**config.mk**
```make
export PLATFORM = sky130hd
export DESIGN_NAME = pe_chain_controller
export DESIGN_NICKNAME = d
export VERILOG_FILES = /design/src/rtl/pe_ctrl_pkg.sv /design/src/rtl/pe_chain_controller.sv
export SDC_FILE = /design/constraint.sdc
export NUM_CORES = 1
export LEC_CHECK = 0
export CAP_MARGIN = 20
export CORE_AREA = 4 4 236 238
export CTS_CLUSTER_SIZE = 24
export DETAILED_ROUTE_END_ITERATION = 12
export DIE_AREA = 0 0 240 242
export GPL_TIMING_DRIVEN = 0
export PLACE_DENSITY = 0.38
export SLEW_MARGIN = 20
export SYNTH_ARGS = -nofsm -noshare
export SYNTH_HDL_FRONTEND = slang
export SYNTH_SLANG_ARGS = --single-unit
```
**constraint.sdc**
```tcl
create_clock -name clk -period 2.6 [get_ports clk]
set_clock_uncertainty 0.15 [all_clocks]
set_input_delay 0.52 -clock clk [delete_from_list [all_inputs] [get_ports clk]]
set_output_delay 0.52 -clock clk [all_outputs]
set_load 0.02 [all_outputs]
```
**src/rtl/pe_ctrl_pkg.sv**
```systemverilog
// Shared types and constants for the PE chain sequencer.
package pe_ctrl_pkg;

    localparam int LANE_W = 32;
    localparam logic [LANE_W-1:0] FP_ZERO = 32'h00000000;

    typedef enum logic [1:0] {
        ST_IDLE,
        ST_CLEAR,
        ST_ACCUM,
        ST_DRAIN
    } state_t;

endpackage

```
**src/rtl/pe_chain_controller.sv**
```systemverilog
// Runs one job on a linear PE chain: clear, stream K operand beats, then
// shift the N_PE accumulated results out of the chain tail.
module pe_chain_controller
    import pe_ctrl_pkg::*;
#(
    parameter int N_PE  = 4,
    parameter int LEN_W = 16
) (
    input  logic                     clk,
    input  logic                     reset,
    input  logic                     start,
    input  logic [LEN_W-1:0]         vec_len,
    output logic                     busy,
    output logic                     done,
    input  logic                     in_valid,
    output logic                     in_ready,
    input  logic [LANE_W*N_PE-1:0]   in_data,
    input  logic [LANE_W*N_PE-1:0]   in_weight,
    output logic                     pe_reset,
    output logic                     pe_mode,
    output logic [LANE_W*N_PE-1:0]   pe_data,
    output logic [LANE_W*N_PE-1:0]   pe_weight,
    input  logic [LANE_W-1:0]        chain_tail,
    output logic                     out_valid,
    input  logic                     out_ready,
    output logic [LANE_W-1:0]        out_data,
    output logic                     out_last
);

    localparam int CNT_W = $clog2(N_PE) + 1;
    localparam logic [CNT_W-1:0] DRAIN_LAST = CNT_W'(N_PE - 1);

    state_t           state;
    logic [LEN_W-1:0] len;
    logic [LEN_W-1:0] beat_cnt;
    logic [LEN_W-1:0] beat_nxt;
    logic [CNT_W-1:0] drain_cnt;
    logic             accept;
    logic             drain_hs;

    assign beat_nxt = beat_cnt + 1'b1;
    assign accept   = (state == ST_ACCUM) && in_valid;
    assign drain_hs = (state == ST_DRAIN) && out_ready;

    always_ff @(posedge clk) begin
        if (reset) begin
            state     <= ST_IDLE;
            len       <= '0;
            beat_cnt  <= '0;
            drain_cnt <= '0;
            pe_reset  <= 1'b1;
            done      <= 1'b0;
        end else begin
            done     <= 1'b0;
            pe_reset <= 1'b0;
            case (state)
                ST_IDLE: begin
                    if (start) begin
                        len       <= vec_len;
                        beat_cnt  <= '0;
                        drain_cnt <= '0;
                        pe_reset  <= 1'b1;
                        state     <= ST_CLEAR;
                    end
                end
                ST_CLEAR: begin
                    state <= (len != '0) ? ST_ACCUM : ST_DRAIN;
                end
                ST_ACCUM: begin
                    if (in_valid) begin
                        beat_cnt <= beat_nxt;
                        if (beat_nxt == len) state <= ST_DRAIN;
                    end
                end
                ST_DRAIN: begin
                    if (out_ready) begin
                        drain_cnt <= drain_cnt + 1'b1;
                        if (drain_cnt == DRAIN_LAST) begin
                            state <= ST_IDLE;
                            done  <= 1'b1;
                        end
                    end
                end
                default: state <= ST_IDLE;
            endcase
        end
    end

    // Idle operand slots feed +0 x +0 so a stray Inf on the bus cannot make NaN.
    always_comb begin
        busy      = (state != ST_IDLE);
        in_ready  = (state == ST_ACCUM);
        out_valid = (state == ST_DRAIN);
        out_data  = out_valid ? chain_tail : FP_ZERO;
        out_last  = out_valid && (drain_cnt == DRAIN_LAST);
        pe_mode   = drain_hs;
        pe_data   = accept ? in_data   : {N_PE{FP_ZERO}};
        pe_weight = accept ? in_weight : {N_PE{FP_ZERO}};
    end

endmodule

```
==> impl_metrics.ini <==
[outcome]
outcome = finished clean

[yosys]
synth-seq-area-share_pct = 18.12
synth_enable_flop_cells = 0
netlist_instances = 653
synth_ff_type = sky130_fd_sc_hd__dfxtp_1
postSynthAreaPerCell_sq_um = 6.597
summed_instance_area_of_the_synthesized_netlist_sq_um = 4308
synth.lib_cells_used.distinct = 40
ys_async_sr_fraction_pct = 0
synth.ff_latch_count = 39
yosys_warnings = 0
syn_nets = 970

[sta]
final_min_period_over_clock_period_pct = 98.10
worst-slew-pin-transition_ns = 0.8756
rsz0062_at_grt = no
max_slew_margin_pct = 41.01
hold-worst-slack_ns = 0.3284
timing_max_transition_violations_final = 0
setup_viol_count_final = 0
max_clock_freq_mhz = 392.1
finalWorstPathRequiredPeriod_ns = 2.551
timing.final.hold_violations = 0

[global_route]
first_global_vias = 7736
total_grt_overflow = 0
largest_net_degree_at_the_start_of_global_routing = 13
number_of_antenna_violations_at_the_first_check_in_global_routing = 2
wire_length_of_the_first_global_routing_pass_um = 53820
global_route.usage.total_pct = 12.34

[flow_run]
cap_viol_max_count = 0

[route]
drt-total-wl_um = 39360
drc_violations = 0
drt_pre_antenna_iters = 4
detailroute.via_count = 7371
routedWlPerCell_um = 20.04
drt-vias-per-instance = 3.753
ant_nets = 0
number_of_design_rule_violations_left_by_the_first_detailed_router_iteration = 236

[worst_hold_path]
worst_hold_path_type = flop to flop

[power_and_ir_drop]
p_per_area_nw_per_um2 = 358.2
power.static_leakage_uw = 0.005695
vdd_drop_max_uv = 205.9

[setup_path]
crit_path_max_fanout = 10
cp_data_arrival_time_ns = 1.88
cp_num_buf_inv = 4
crit_path_cell_trace = inv_4 -> ha_4 -> clkbuf_16 -> clkbuf_4 -> and3_1 -> clkdlybuf4s15_2
cpLargestDelayFamily = buffers and inverters
cp-start-kind = flop
crit_path_top_delay_cell = sky130_fd_sc_hd__dfxtp_4
cpPeakStageDelay_ns = 0.37
crit_path_end_kind = primary output
setup.worst_path.class = flop to primary output
cp.required_ns = 1.93
timing.reg2reg.setup_slack_ns = 0.12

[die]
area_of_the_core_sq_um = 53600
fp.dieW_um = 240
starting_density_pct = 8.037
design.portCount = 604
dieHeight_um = 242
total_die_area_sq_um = 58080
core.rowCount = 85

[cts]
clkSlewWorstSetupHoldPaths_ns = 0.06
cts.sinks = 39
clockRootBuffer = sky130_fd_sc_hd__clkbuf_16
ctsHtreeMaxLevel = 2
clock_insertion_delay_worst_skew_ns = 0.29
tritoncts = built
post_cts_hold_buffer_count = 0
clock_tree.buffer_depth = 2
cts_made_buffers = 5

[finish]
area_growth_syn_to_layout_pct = 150.4
final_layout_size_suffix_gt1_share_pct = 29.52
finalCoreUtilization_pct = 20.13
final_net_count = 1583

[place]
placement.io_buffers = 602
dp_hpwl_um = 34400
routabilityCongestion = 0.9655
-- worst register-to-register path, delay by kind of cell (launching register included) --
kind / cells / cell delay (ns)
buffers and inverters: 2 / 0.21
flip-flops: 1 / 0.33
multiplexers: 1 / 0.33
AND/OR/NAND/NOR: 2 / 0.68
AO/OA/AOI/OAI: 4 / 0.67
-- area by class of cell --
cell class	count	area [sq um]
repair buffers	607	5001
inverters	8	32.53
flip-flops and latches	39	789.5
fillers	6138	42810
well taps	696	870.8
diodes	1	2.502
plain buffers	80	591.8
multi-input cells	525	3358
clock buffers	6	128.9
clock inverters	2	12.51
-- worst paths after layout --
check	start	endpoint	cells past startpoint
setup / recovery	state[0]$_SDFFE_PP0P_	pe_data[10]	6
hold reg to reg	drain_cnt[1]$_SDFFE_PP0P_	drain_cnt[1]$_SDFFE_PP0P_	2
hold / removal	drain_cnt[1]$_SDFFE_PP0P_	drain_cnt[1]$_SDFFE_PP0P_	2
setup reg to reg	beat_cnt[3]$_SDFFE_PP0P_	state[0]$_SDFFE_PP0P_	9
-- synthesized netlist by cell type (2+ instances only) --
master,instances,area [sq um]
sky130_fd_sc_hd__a22oi_1,3,22.52
sky130_fd_sc_hd__or4_1,2,15.01
sky130_fd_sc_hd__clkbuf_1,73,274.0
sky130_fd_sc_hd__nor3_1,8,40.04
sky130_fd_sc_hd__o21ai_0,13,65.06
sky130_fd_sc_hd__o211ai_1,2,15.01
sky130_fd_sc_hd__xor2_1,5,43.79
sky130_fd_sc_hd__nand2_1,55,206.5
sky130_fd_sc_hd__nor2b_1,2,12.51
sky130_fd_sc_hd__nand3_1,5,25.02
sky130_fd_sc_hd__buf_2,8,40.04
sky130_fd_sc_hd__nor2_1,28,105.1
sky130_fd_sc_hd__and3_1,259,1620
sky130_fd_sc_hd__nand4b_1,2,17.52
sky130_fd_sc_hd__nand4_1,5,31.28
sky130_fd_sc_hd__a21oi_1,36,180.2
sky130_fd_sc_hd__mux2i_1,2,20.02
sky130_fd_sc_hd__a311oi_1,4,35.03
sky130_fd_sc_hd__xnor2_1,16,140.1
sky130_fd_sc_hd__or3_1,6,37.54
sky130_fd_sc_hd__and2_1,35,219.0
sky130_fd_sc_hd__dfxtp_1,39,780.8
sky130_fd_sc_hd__a31oi_1,2,12.51
sky130_fd_sc_hd__and4_1,2,17.52
sky130_fd_sc_hd__nor3b_1,2,15.01
sky130_fd_sc_hd__inv_1,8,30.03
sky130_fd_sc_hd__ha_1,8,100.1
sky130_fd_sc_hd__nand2b_1,7,43.79
sky130_fd_sc_hd__nor4_1,5,31.28
-- routing by layer --
layer	track usage (%)	wire length (um)	up-vias
li1	-	-	3531
met4	1.765	433	2
met2	22.66	19480	410
met3	3.962	3703	20
met5	0	7	-
met1	14.21	15730	3408
-- placed cells by master (no fill, tap or decap), drive strengths merged, types with 7 or more instances in the layout --
master | netlist | routed
nand2 | 55 | 55
and2 | 35 | 35
o21ai | 13 | 13
inv | 8 | 8
a21oi | 36 | 36
clkbuf | 73 | 85
dfxtp | 39 | 39
nor3 | 8 | 8
nand2b | 7 | 7
buf | 8 | 223
dlygate4sd2 | 0 | 34
clkdlybuf4s15 | 0 | 39
nor2 | 29 | 29
ha | 8 | 8
clkdlybuf4s50 | 0 | 311
and3 | 259 | 259
xnor2 | 16 | 16
-- state kept, by name, indices dropped and copies added (netlist names) --
| name | flops |
|---|---|
| beat_cnt | 16 |
| done | 1 |
| drain_cnt | 3 |
| len | 16 |
| pe_reset | 1 |
| state | 2 |
-- per-stage QoR --
step | cells | setup TNS (ns) | power [uW] | cell area [sq um] | worst slack, ns
after global placement | 1951 | -348.58 | 3255 | 11200 | -1.538
final | 1964 | 0 | 3865 | 10790 | 0.04943
after global routing | 1964 | 0 | 4122 | 10790 | 0.0002085
after CTS | 1960 | -0.002519 | 3901 | 11260 | -0.002519
after detailed placement | 1951 | -358.28 | 3252 | 11200 | -1.589
after floorplan | 653 | 0 | 1829 | 4308 | 0.1488
-- cell families (layout without fill, tap and decap cells) --
family                   after synthesis  in the layout  share of synthesized area, %
AO/OA/AOI/OAI                         64             64                         8.655
XOR/XNOR                              21             21                         4.269
flip-flops                            39             39                         18.12
buffers and inverters                 89            703                         7.987
other                                  0              1                             0
adder cells (fa/ha/maj)                8              8                         2.324
AND/OR/NAND/NOR                      428            428                         57.65
multiplexers                           4              4                        0.9875
-- report_power, final --
group / internal, uW / total, uW / switching [uW]
registers: 665 / 754 / 89.0
logic: 1160 / 2500 / 1340
clock network: 354 / 610 / 256
total: 2180 / 3860 / 1680
-- repair_timing --
item                                     CTS  global route
resized for setup                       1040           192
buffers inserted                           1             4
pin swaps                                  0             5
endpoints found under the setup margin   309           197
Power figures use the tool's default switching activity.
